[src/rtl/serial_addsub_nb.sv]
`default_nettype none
// ============================================================================
// Module      : serial_addsub_nb
// Description : Digit-serial WIDTH-bit adder/subtractor. Handles CHUNK bits
//               per clock through a chained full-adder slice. A register
//               carries between chunks. Completes in N = WIDTH/CHUNK cycles
//               and uses a start/busy/done handshake.
// Ports       : clk, rst          - clock, asynchronous active-high reset
//               start_i           - request (accepted in IDLE or DONE)
//               sub_i             - 0 = add, 1 = subtract (a - b - cin)
//               a_i, b_i          - operands
//               cin_i             - carry-in (add) / borrow-in (subtract)
//               busy_o            - operation in progress
//               done_o            - one-cycle completion pulse
//               sum_o             - registered result
//               carry_o           - carry-out of MSB (subtract: 1 = no borrow)
//               overflow_o        - two's-complement overflow
// Revision    : 1.0 - initial release
// ============================================================================
module serial_addsub_nb #(
    parameter int WIDTH = 16,
    parameter int CHUNK = 4
) (
    input  logic             clk,
    input  logic             rst,
    input  logic             start_i,
    input  logic             sub_i,
    input  logic [WIDTH-1:0] a_i,
    input  logic [WIDTH-1:0] b_i,
    input  logic             cin_i,
    output logic             busy_o,
    output logic             done_o,
    output logic [WIDTH-1:0] sum_o,
    output logic             carry_o,
    output logic             overflow_o
);

    localparam int N    = WIDTH / CHUNK;
    localparam int IDXW = (N > 1) ? $clog2(N) : 1;
    localparam logic [IDXW-1:0] LAST_IDX = IDXW'(N - 1);

    typedef enum logic [1:0] {
        S_IDLE = 2'd0,
        S_RUN  = 2'd1,
        S_DONE = 2'd2
    } state_t;

    state_t            state_q, state_d;
    logic [WIDTH-1:0]  a_q, a_d;
    logic [WIDTH-1:0]  b_q, b_d;
    logic [WIDTH-1:0]  part_q, part_d;
    logic [WIDTH-1:0]  sum_q, sum_d;
    logic [IDXW-1:0]   idx_q, idx_d;
    logic              sub_q, sub_d;
    logic              cy_q, cy_d;
    logic              carry_q, carry_d;
    logic              ovf_q, ovf_d;

    // Operands shift right one chunk per RUN cycle, so the slice always sees
    // the current chunk in the low CHUNK bits. The partial result fills from
    // the top. After N shifts it sits fully aligned.
    logic [CHUNK-1:0]  w_a_chunk;
    logic [CHUNK-1:0]  w_b_chunk;
    logic [CHUNK-1:0]  w_s;
    logic [CHUNK:0]    w_c;
    logic [WIDTH-1:0]  w_a_next;
    logic [WIDTH-1:0]  w_b_next;
    logic [WIDTH-1:0]  w_part_next;

    assign w_a_chunk = a_q[CHUNK-1:0];
    // Subtraction inverts B here. The carry register was preloaded with ~cin,
    // which gives a + ~b + ~cin = a - b - cin.
    assign w_b_chunk = b_q[CHUNK-1:0] ^ {CHUNK{sub_q}};
    assign w_c[0]    = cy_q;

    generate
        for (genvar k = 0; k < CHUNK; k++) begin : g_fa
            assign w_s[k]   = w_a_chunk[k] ^ w_b_chunk[k] ^ w_c[k];
            assign w_c[k+1] = (w_a_chunk[k] & w_b_chunk[k]) |
                              (w_c[k] & (w_a_chunk[k] ^ w_b_chunk[k]));
        end
    endgenerate

    generate
        if (N == 1) begin : g_single
            assign w_a_next    = a_q;
            assign w_b_next    = b_q;
            assign w_part_next = w_s;
        end else begin : g_multi
            assign w_a_next    = {{CHUNK{1'b0}}, a_q[WIDTH-1:CHUNK]};
            assign w_b_next    = {{CHUNK{1'b0}}, b_q[WIDTH-1:CHUNK]};
            assign w_part_next = {w_s, part_q[WIDTH-1:CHUNK]};
        end
    endgenerate

    always_comb begin
        state_d = state_q;
        a_d     = a_q;
        b_d     = b_q;
        part_d  = part_q;
        sum_d   = sum_q;
        idx_d   = idx_q;
        sub_d   = sub_q;
        cy_d    = cy_q;
        carry_d = carry_q;
        ovf_d   = ovf_q;
        case (state_q)
            S_IDLE, S_DONE: begin
                if (start_i) begin
                    state_d = S_RUN;
                    a_d     = a_i;
                    b_d     = b_i;
                    sub_d   = sub_i;
                    cy_d    = sub_i ? ~cin_i : cin_i;
                    idx_d   = '0;
                end else begin
                    state_d = S_IDLE;
                end
            end
            S_RUN: begin
                a_d    = w_a_next;
                b_d    = w_b_next;
                part_d = w_part_next;
                cy_d   = w_c[CHUNK];
                idx_d  = idx_q + 1'b1;
                if (idx_q == LAST_IDX) begin
                    state_d = S_DONE;
                    sum_d   = w_part_next;
                    carry_d = w_c[CHUNK];
                    // Overflow: the carry into the sign bit differs from the
                    // carry out of it.
                    ovf_d   = w_c[CHUNK] ^ w_c[CHUNK-1];
                end
            end
            default: state_d = S_IDLE;
        endcase
    end

    always_ff @(posedge clk or posedge rst) begin
        if (rst) begin
            state_q <= S_IDLE;
            a_q     <= '0;
            b_q     <= '0;
            part_q  <= '0;
            sum_q   <= '0;
            idx_q   <= '0;
            sub_q   <= 1'b0;
            cy_q    <= 1'b0;
            carry_q <= 1'b0;
            ovf_q   <= 1'b0;
        end else begin
            state_q <= state_d;
            a_q     <= a_d;
            b_q     <= b_d;
            part_q  <= part_d;
            sum_q   <= sum_d;
            idx_q   <= idx_d;
            sub_q   <= sub_d;
            cy_q    <= cy_d;
            carry_q <= carry_d;
            ovf_q   <= ovf_d;
        end
    end

    assign busy_o     = (state_q == S_RUN);
    assign done_o     = (state_q == S_DONE);
    assign sum_o      = sum_q;
    assign carry_o    = carry_q;
    assign overflow_o = ovf_q;

endmodule
`default_nettype wire

[config.mk]
export PLATFORM = sky130hd
export DESIGN_NAME = serial_addsub_nb
export DESIGN_NICKNAME = d
export VERILOG_FILES = /design/src/rtl/serial_addsub_nb.sv
export SDC_FILE = /design/constraint.sdc
export NUM_CORES = 1
export LEC_CHECK = 0
export ABC_AREA = 1
export BUFFER_PORTS_ARGS = -buffer_cell sky130_fd_sc_hd__buf_2
export CELL_PAD_IN_SITES_DETAIL_PLACEMENT = 1
export CELL_PAD_IN_SITES_GLOBAL_PLACEMENT = 2
export CORE_MARGIN = 5
export CORE_UTILIZATION = 29
export CTS_CLUSTER_DIAMETER = 60
export DETAILED_ROUTE_END_ITERATION = 8
export GPL_TIMING_DRIVEN = 0
export PLACE_DENSITY = 0.79
export SLEW_MARGIN = 10
export SYNTH_ARGS = -nofsm -noshare
export SYNTH_HDL_FRONTEND = slang
export SYNTH_SLANG_ARGS = --single-unit
[constraint.sdc]
create_clock -name clk -period 2.3 [get_ports clk]
set_input_delay 0.46 -clock clk [delete_from_list [all_inputs] [get_ports clk]]
set_output_delay 0.46 -clock clk [all_outputs]
set_load 0.02 [all_outputs]
---- Word level (Yosys, flattened, before mapping) ----
Index checks and enable logic that the tools add are counted.
word-level totals
  bits in registers ....................... 72
  output and inout bits ................... 20
operators by class
  add/sub/neg operators ................... 1
  mux-type cells .......................... 12
  reductions and logical operators ........ 6
  equality and inequality tests ........... 5
  bitwise gates (word level) .............. 23
operator list
  cell                                                                    count
  16-bit case mux with 2 select lines                                     2
  16-bit two-way mux                                                      2
  1-bit bitwise XOR                                                       9
  1-bit bitwise AND                                                       8
  2-bit case mux with 2 select lines                                      2
  2-bit AND reduction                                                     3
  2-bit equality test (second input constant)                             2
  2-bit two-way mux                                                       2
  1-bit bitwise OR                                                        4
  4-bit bitwise XOR                                                       1
  1-bit two-way mux                                                       3
  2-bit by 1-bit adder with 2-bit output (second input constant)          1
  2-bit by 1-bit equality test with 1-bit output (second input constant)  1
  2-bit zero test                                                         1
  2-bit by 1-bit != test with 1-bit output (second input constant)        1
  2-bit != test (second input constant)                                   1
  1-bit case mux with 2 select lines                                      1
  2-bit nonzero test                                                      1
  2-bit OR reduction                                                      1
  1-bit NOT                                                               1

---- Logic depth before layout (Yosys ltp) ----
  depth after elaboration ................. 11
  mapped depth ............................ 12
  gate-level depth less buffers ........... 11

---- Least setup slack after synthesis ----
OpenSTA, ideal clock, no wires.
  kind .................................... reg2reg
  start point ............................. register sub_q
  end point ............................... register sum_q[15] (netlist: sum_o[15])
  buffers on the path ..................... 1
  stages on the path, launching flop included .. 12
  arrival time ............................ 2250 ps
  setup slack ............................. -67 ps
  period minus slack after synthesis ...... 2367 ps
  cells stage by stage .................... dfrtp_1 > clkbuf_1 > xnor2_1 > fa_1 > inv_1 > fa_1 > inv_1 > fa_1 > inv_1 > fa_1 > nand2_1 > nand2_1
on the way
  cells in the longest elaborated chain, start to end .. 9
  elaborated cells between the ends (all ways) .. 15
ends and longest elaborated chain
  what                      line  source
  start: declaration        54    logic sub_q, sub_d;
  start signal: assignment  158   sub_q <= sub_d;
  4-bit bitwise XOR *       73    assign w_b_chunk = b_q[CHUNK-1:0] ^ {CHUNK{sub_q}};
  1-bit bitwise XOR         80    (w_c[k] & (w_a_chunk[k] ^ w_b_chunk[k]));
  1-bit bitwise AND         80
  1-bit bitwise OR          79    assign w_c[k+1] = (w_a_chunk[k] & w_b_chunk[k]) |
  1-bit bitwise AND         80
  1-bit bitwise OR          79
  1-bit bitwise AND         80
  1-bit bitwise OR          79
  1-bit bitwise XOR *       78    assign w_s[k] = w_a_chunk[k] ^ w_b_chunk[k] ^ w_c[k];
  net w_part_next[15]       68    logic [WIDTH-1:0] w_part_next;
  end signal: assignment    156   sum_q <= sum_d;
  end: declaration          52    logic [WIDTH-1:0] sum_q, sum_d;
Mark *: on every way through the listed nets, which the timed path passes. The rest lies on a longest branch.
A chain may end at the register's enable or synchronous reset.

---- Final worst setup path ----
  start point ............................. register sub_q
  end point ............................... register part_q[15]
on the way
  cells in the longest elaborated chain, start to end .. 9
  elaborated cells between the ends (all ways) .. 15
ends and longest elaborated chain
  what                    line  source
  4-bit bitwise XOR *     73
  1-bit bitwise XOR       80
  1-bit bitwise AND       80
  1-bit bitwise OR        79
  1-bit bitwise AND       80
  1-bit bitwise OR        79
  1-bit bitwise AND       80
  1-bit bitwise OR        79
  1-bit bitwise XOR *     78
  net w_part_next[15]     68
  end signal: assignment  155   part_q <= part_d;
  end: declaration        51    logic [WIDTH-1:0] part_q, part_d;
Marked as above.

==> qor.yml <==
sta:
  maxSlewViolCount: 0
  setup_ws_ps: 37.27
  fin_crit_ps: 2263
  max_freq_mhz: 441.9
  timing.hold.ws_ps: 109.3
  final.setup_skew_ps: 8.889
  hold_viol: 0
  setup_viol: 0
  rsz0062_at_grt: "true"
  maxSlewHeadroom_pct: 63.10
  fin_setup_tns_ps: 0
  worst_pin_slew_ps: 552.9
  timing.final.crit_share_pct: 98.38
power:
  power_mw: 6.081
  vdd_drop_max_v: 0.0004677
  powerDensity_mw_per_mm2: 1542
  p_leak_nw: 2.233
die:
  die_h_um: 114.7
  rows: 38
  start_util_pct: 29.48
  ios: 57
  die_w_um: 114.7
  fp.coreArea_mm2: 0.01079
  dieArea_mm2: 0.01317
cts:
  numCtsBuffers: 9
  htreeDepth: 3
  clkSinkCount: 68
  insertion_delay_ps: 350
  clk_pin_slew_ps: 80
  cts_hold_buf: 0
  cts_tree: "done"
  root_buffer: "clkbuf_8"
  clockBufferDepth: 2
grt:
  grt_usage_pct: 13.76
  grt_antenna_before_repair: 0
  grt_start_max_net_pins: 40
  grt_pass1_wl_um: 14160
  grt_overflow_total: 0
  grt_pass1_vias: 2914
synthesis:
  yosys.area.top_type: "dfrtp_1"
  ys_ff_latch: 68
  ys_top_cells_by_area: "dfrtp_1 (53%), nand2_1 (22%), nand3_1 (8.0%)"
  post-synth-top-area-fraction_pct: 53.48
  ys_seq_area_share_pct: 53.48
  syn_nets: 432
  avgSynthCellArea_um2: 8.158
  netlist_area_mm2: 0.003182
  syn_inst: 390
  synth_warnings: 0
  synthDistinctLibCells: 22
placed_design:
  io_buffers: 55
  placed_cells: 586
  dp_hpwl_um: 5913
  gp_congestion: 0.7539
  pre_cts_slack_ps: -147.8
  placed_area_mm2: 0.003661
critical_path:
  cpMostUsedCell: "fa_2"
  reg2regPathDepth: 10
  crit_family: "adder cells"
  critPathBufInv: 3
  reg2reg_from: "sub_q$_DFFE_PP0P_"
  rrSetupSlack_ps: 40
  path_cells: "xnor2_2 > fa_2 > inv_2 > fa_2 > inv_2 > fa_2 > inv_2 > fa_2 > nand2_1 > nand2_1"
  crit_path_end_kind: "flip-flop"
  r2r-end: "part_q[15]$_DFFE_PP0P_"
  cp.required_ps: 2540
  critPathKind: "reg2reg"
  critPathLaunchType: "flip-flop"
  slowest_stage: "fa_2"
  crit_arrival_ps: 2500
  critical_path.max_fanout: 2
  slowest_delay_ps: 440
outcome:
  run_status: "finished clean"
route:
  drtAntennaViolNets: 0
  avgRoutedWirePerCell_um: 13.59
  wl_um: 8207
  drtIter0Drc: 95
  drc_errors: 0
  first_pass_iters: 4
  avgViaCountPerCell: 4.328
  vias: 2614
hold_path:
  hold_class: "in2async"
cells_and_area:
  area_growth_pct: 23.95
  fin_cells: 604
  drive_gt1_share_pct: 24.35
  nFillCells: 1327
  post-route-util_pct: 36.54
  stdcell_area_mm2: 0.003944
  fin_nets: 501
  antenna-diode-count: 0
run:
  drv_cap: 0
kinds of logic after synthesis:
logic type / Yosys count / share of synthesized area, %
AOI/OAI and AO/OA: 5 / 0.7863
buffers and inverters: 58 / 8.612
DFF: 68 / 53.48
xor gates and xnor gates: 5 / 1.377
and+or+nand+nor: 249 / 32.84
adders and majority gates: 5 / 2.910
sequential cells by signal, indices dropped and copies added, names as in the netlist:
register	flops
carry_o	1
sub_q	1
part_q	12
sum_o	16
b_q	16
idx_q	2
a_q	16
cy_q	1
state_q	2
overflow_o	1
cell usage after synthesis:
master / number
xor2_1: 2
nand2_1: 189
dfrtp_1: 68
nor2_1: 2
xnor2_1: 3
inv_2: 2
inv_1: 37
buf_4: 3
ha_1: 1
buf_6: 4
nor2_8: 1
nand2_4: 2
fa_1: 4
buf_2: 10
a21oi_1: 1
nand2_2: 2
nor2_4: 1
clkbuf_1: 1
inv_4: 1
nor2_2: 1
nand3_1: 51
o21ai_0: 4
power breakdown:
group          internal, mW  switching, mW
Combinational          1.06           1.73
Clock                 0.750          0.479
Sequential             1.75          0.321
Total                  3.55           2.53
timing repair:
item,4_1_cts,5_1_grt
endpoints found under the setup margin,5,4
endpoints found under the hold margin,0,0
resized for setup,9,0
buffers inserted,2,1
pin swaps,7,2
routing by layer:
metal  GRT usage (%)  vias to the layer above  share of wire (%)
li1                -                     1323                  -
met1           17.40                     1227                 46
met2           23.52                       53                 48
met3           2.316                       11                4.5
met4           5.399                        0                1.6
met5               0                        -                  0
layout by cell type (no fill, tap or decap):
cell type / instances
nand2_4: 2
clkinv_2: 1
xnor2_1: 2
clkinvlp_4: 1
dfrtp_2: 1
fa_2: 4
xnor2_2: 1
a21oi_1: 1
xor2_1: 2
clkbuf_8: 10
inv_4: 2
inv_2: 5
dfrtp_1: 67
bufinv_16: 3
nand2_2: 3
ha_1: 1
nand3_1: 51
nand2_1: 188
buf_12: 1
nor2_2: 1
buf_4: 6
nor2_8: 1
nor2_1: 2
buf_6: 4
o21ai_0: 4
nor2_4: 1
inv_1: 33
clkinv_4: 1
buf_2: 65
cell type report:
type	count	area, um^2	area share [%]
flip-flops and latches	68	1703	43.18
multi-input cells	264	1226	31.09
repair buffers	59	317.8	8.058
well taps	140	175.2	4.442
inverters	40	155.1	3.934
clock buffers	10	137.6	3.490
plain buffers	17	117.6	2.982
clock inverters	6	111.4	2.824
worst max-delay path by stage:
stage                                   from                     end  slack (ps)  cells past startpoint
after floorplan            sub_q$_DFFE_PP0P_   sum_o[15]$_DFFE_PP0P_          20                     11
after global placement                   rst      b_q[9]$_DFFE_PP0P_        -830                      2
after detailed placement   sub_q$_DFFE_PP0P_  overflow_o$_DFFE_PP0P_        -150                     12
after CTS                 b_q[0]$_DFFE_PP0P_  part_q[15]$_DFFE_PP0P_         -30                     10
after global routing      b_q[0]$_DFFE_PP0P_  part_q[15]$_DFFE_PP0P_         -60                     10
final                      sub_q$_DFFE_PP0P_  part_q[15]$_DFFE_PP0P_          40                     10
(Power assumes the default switching activity.)
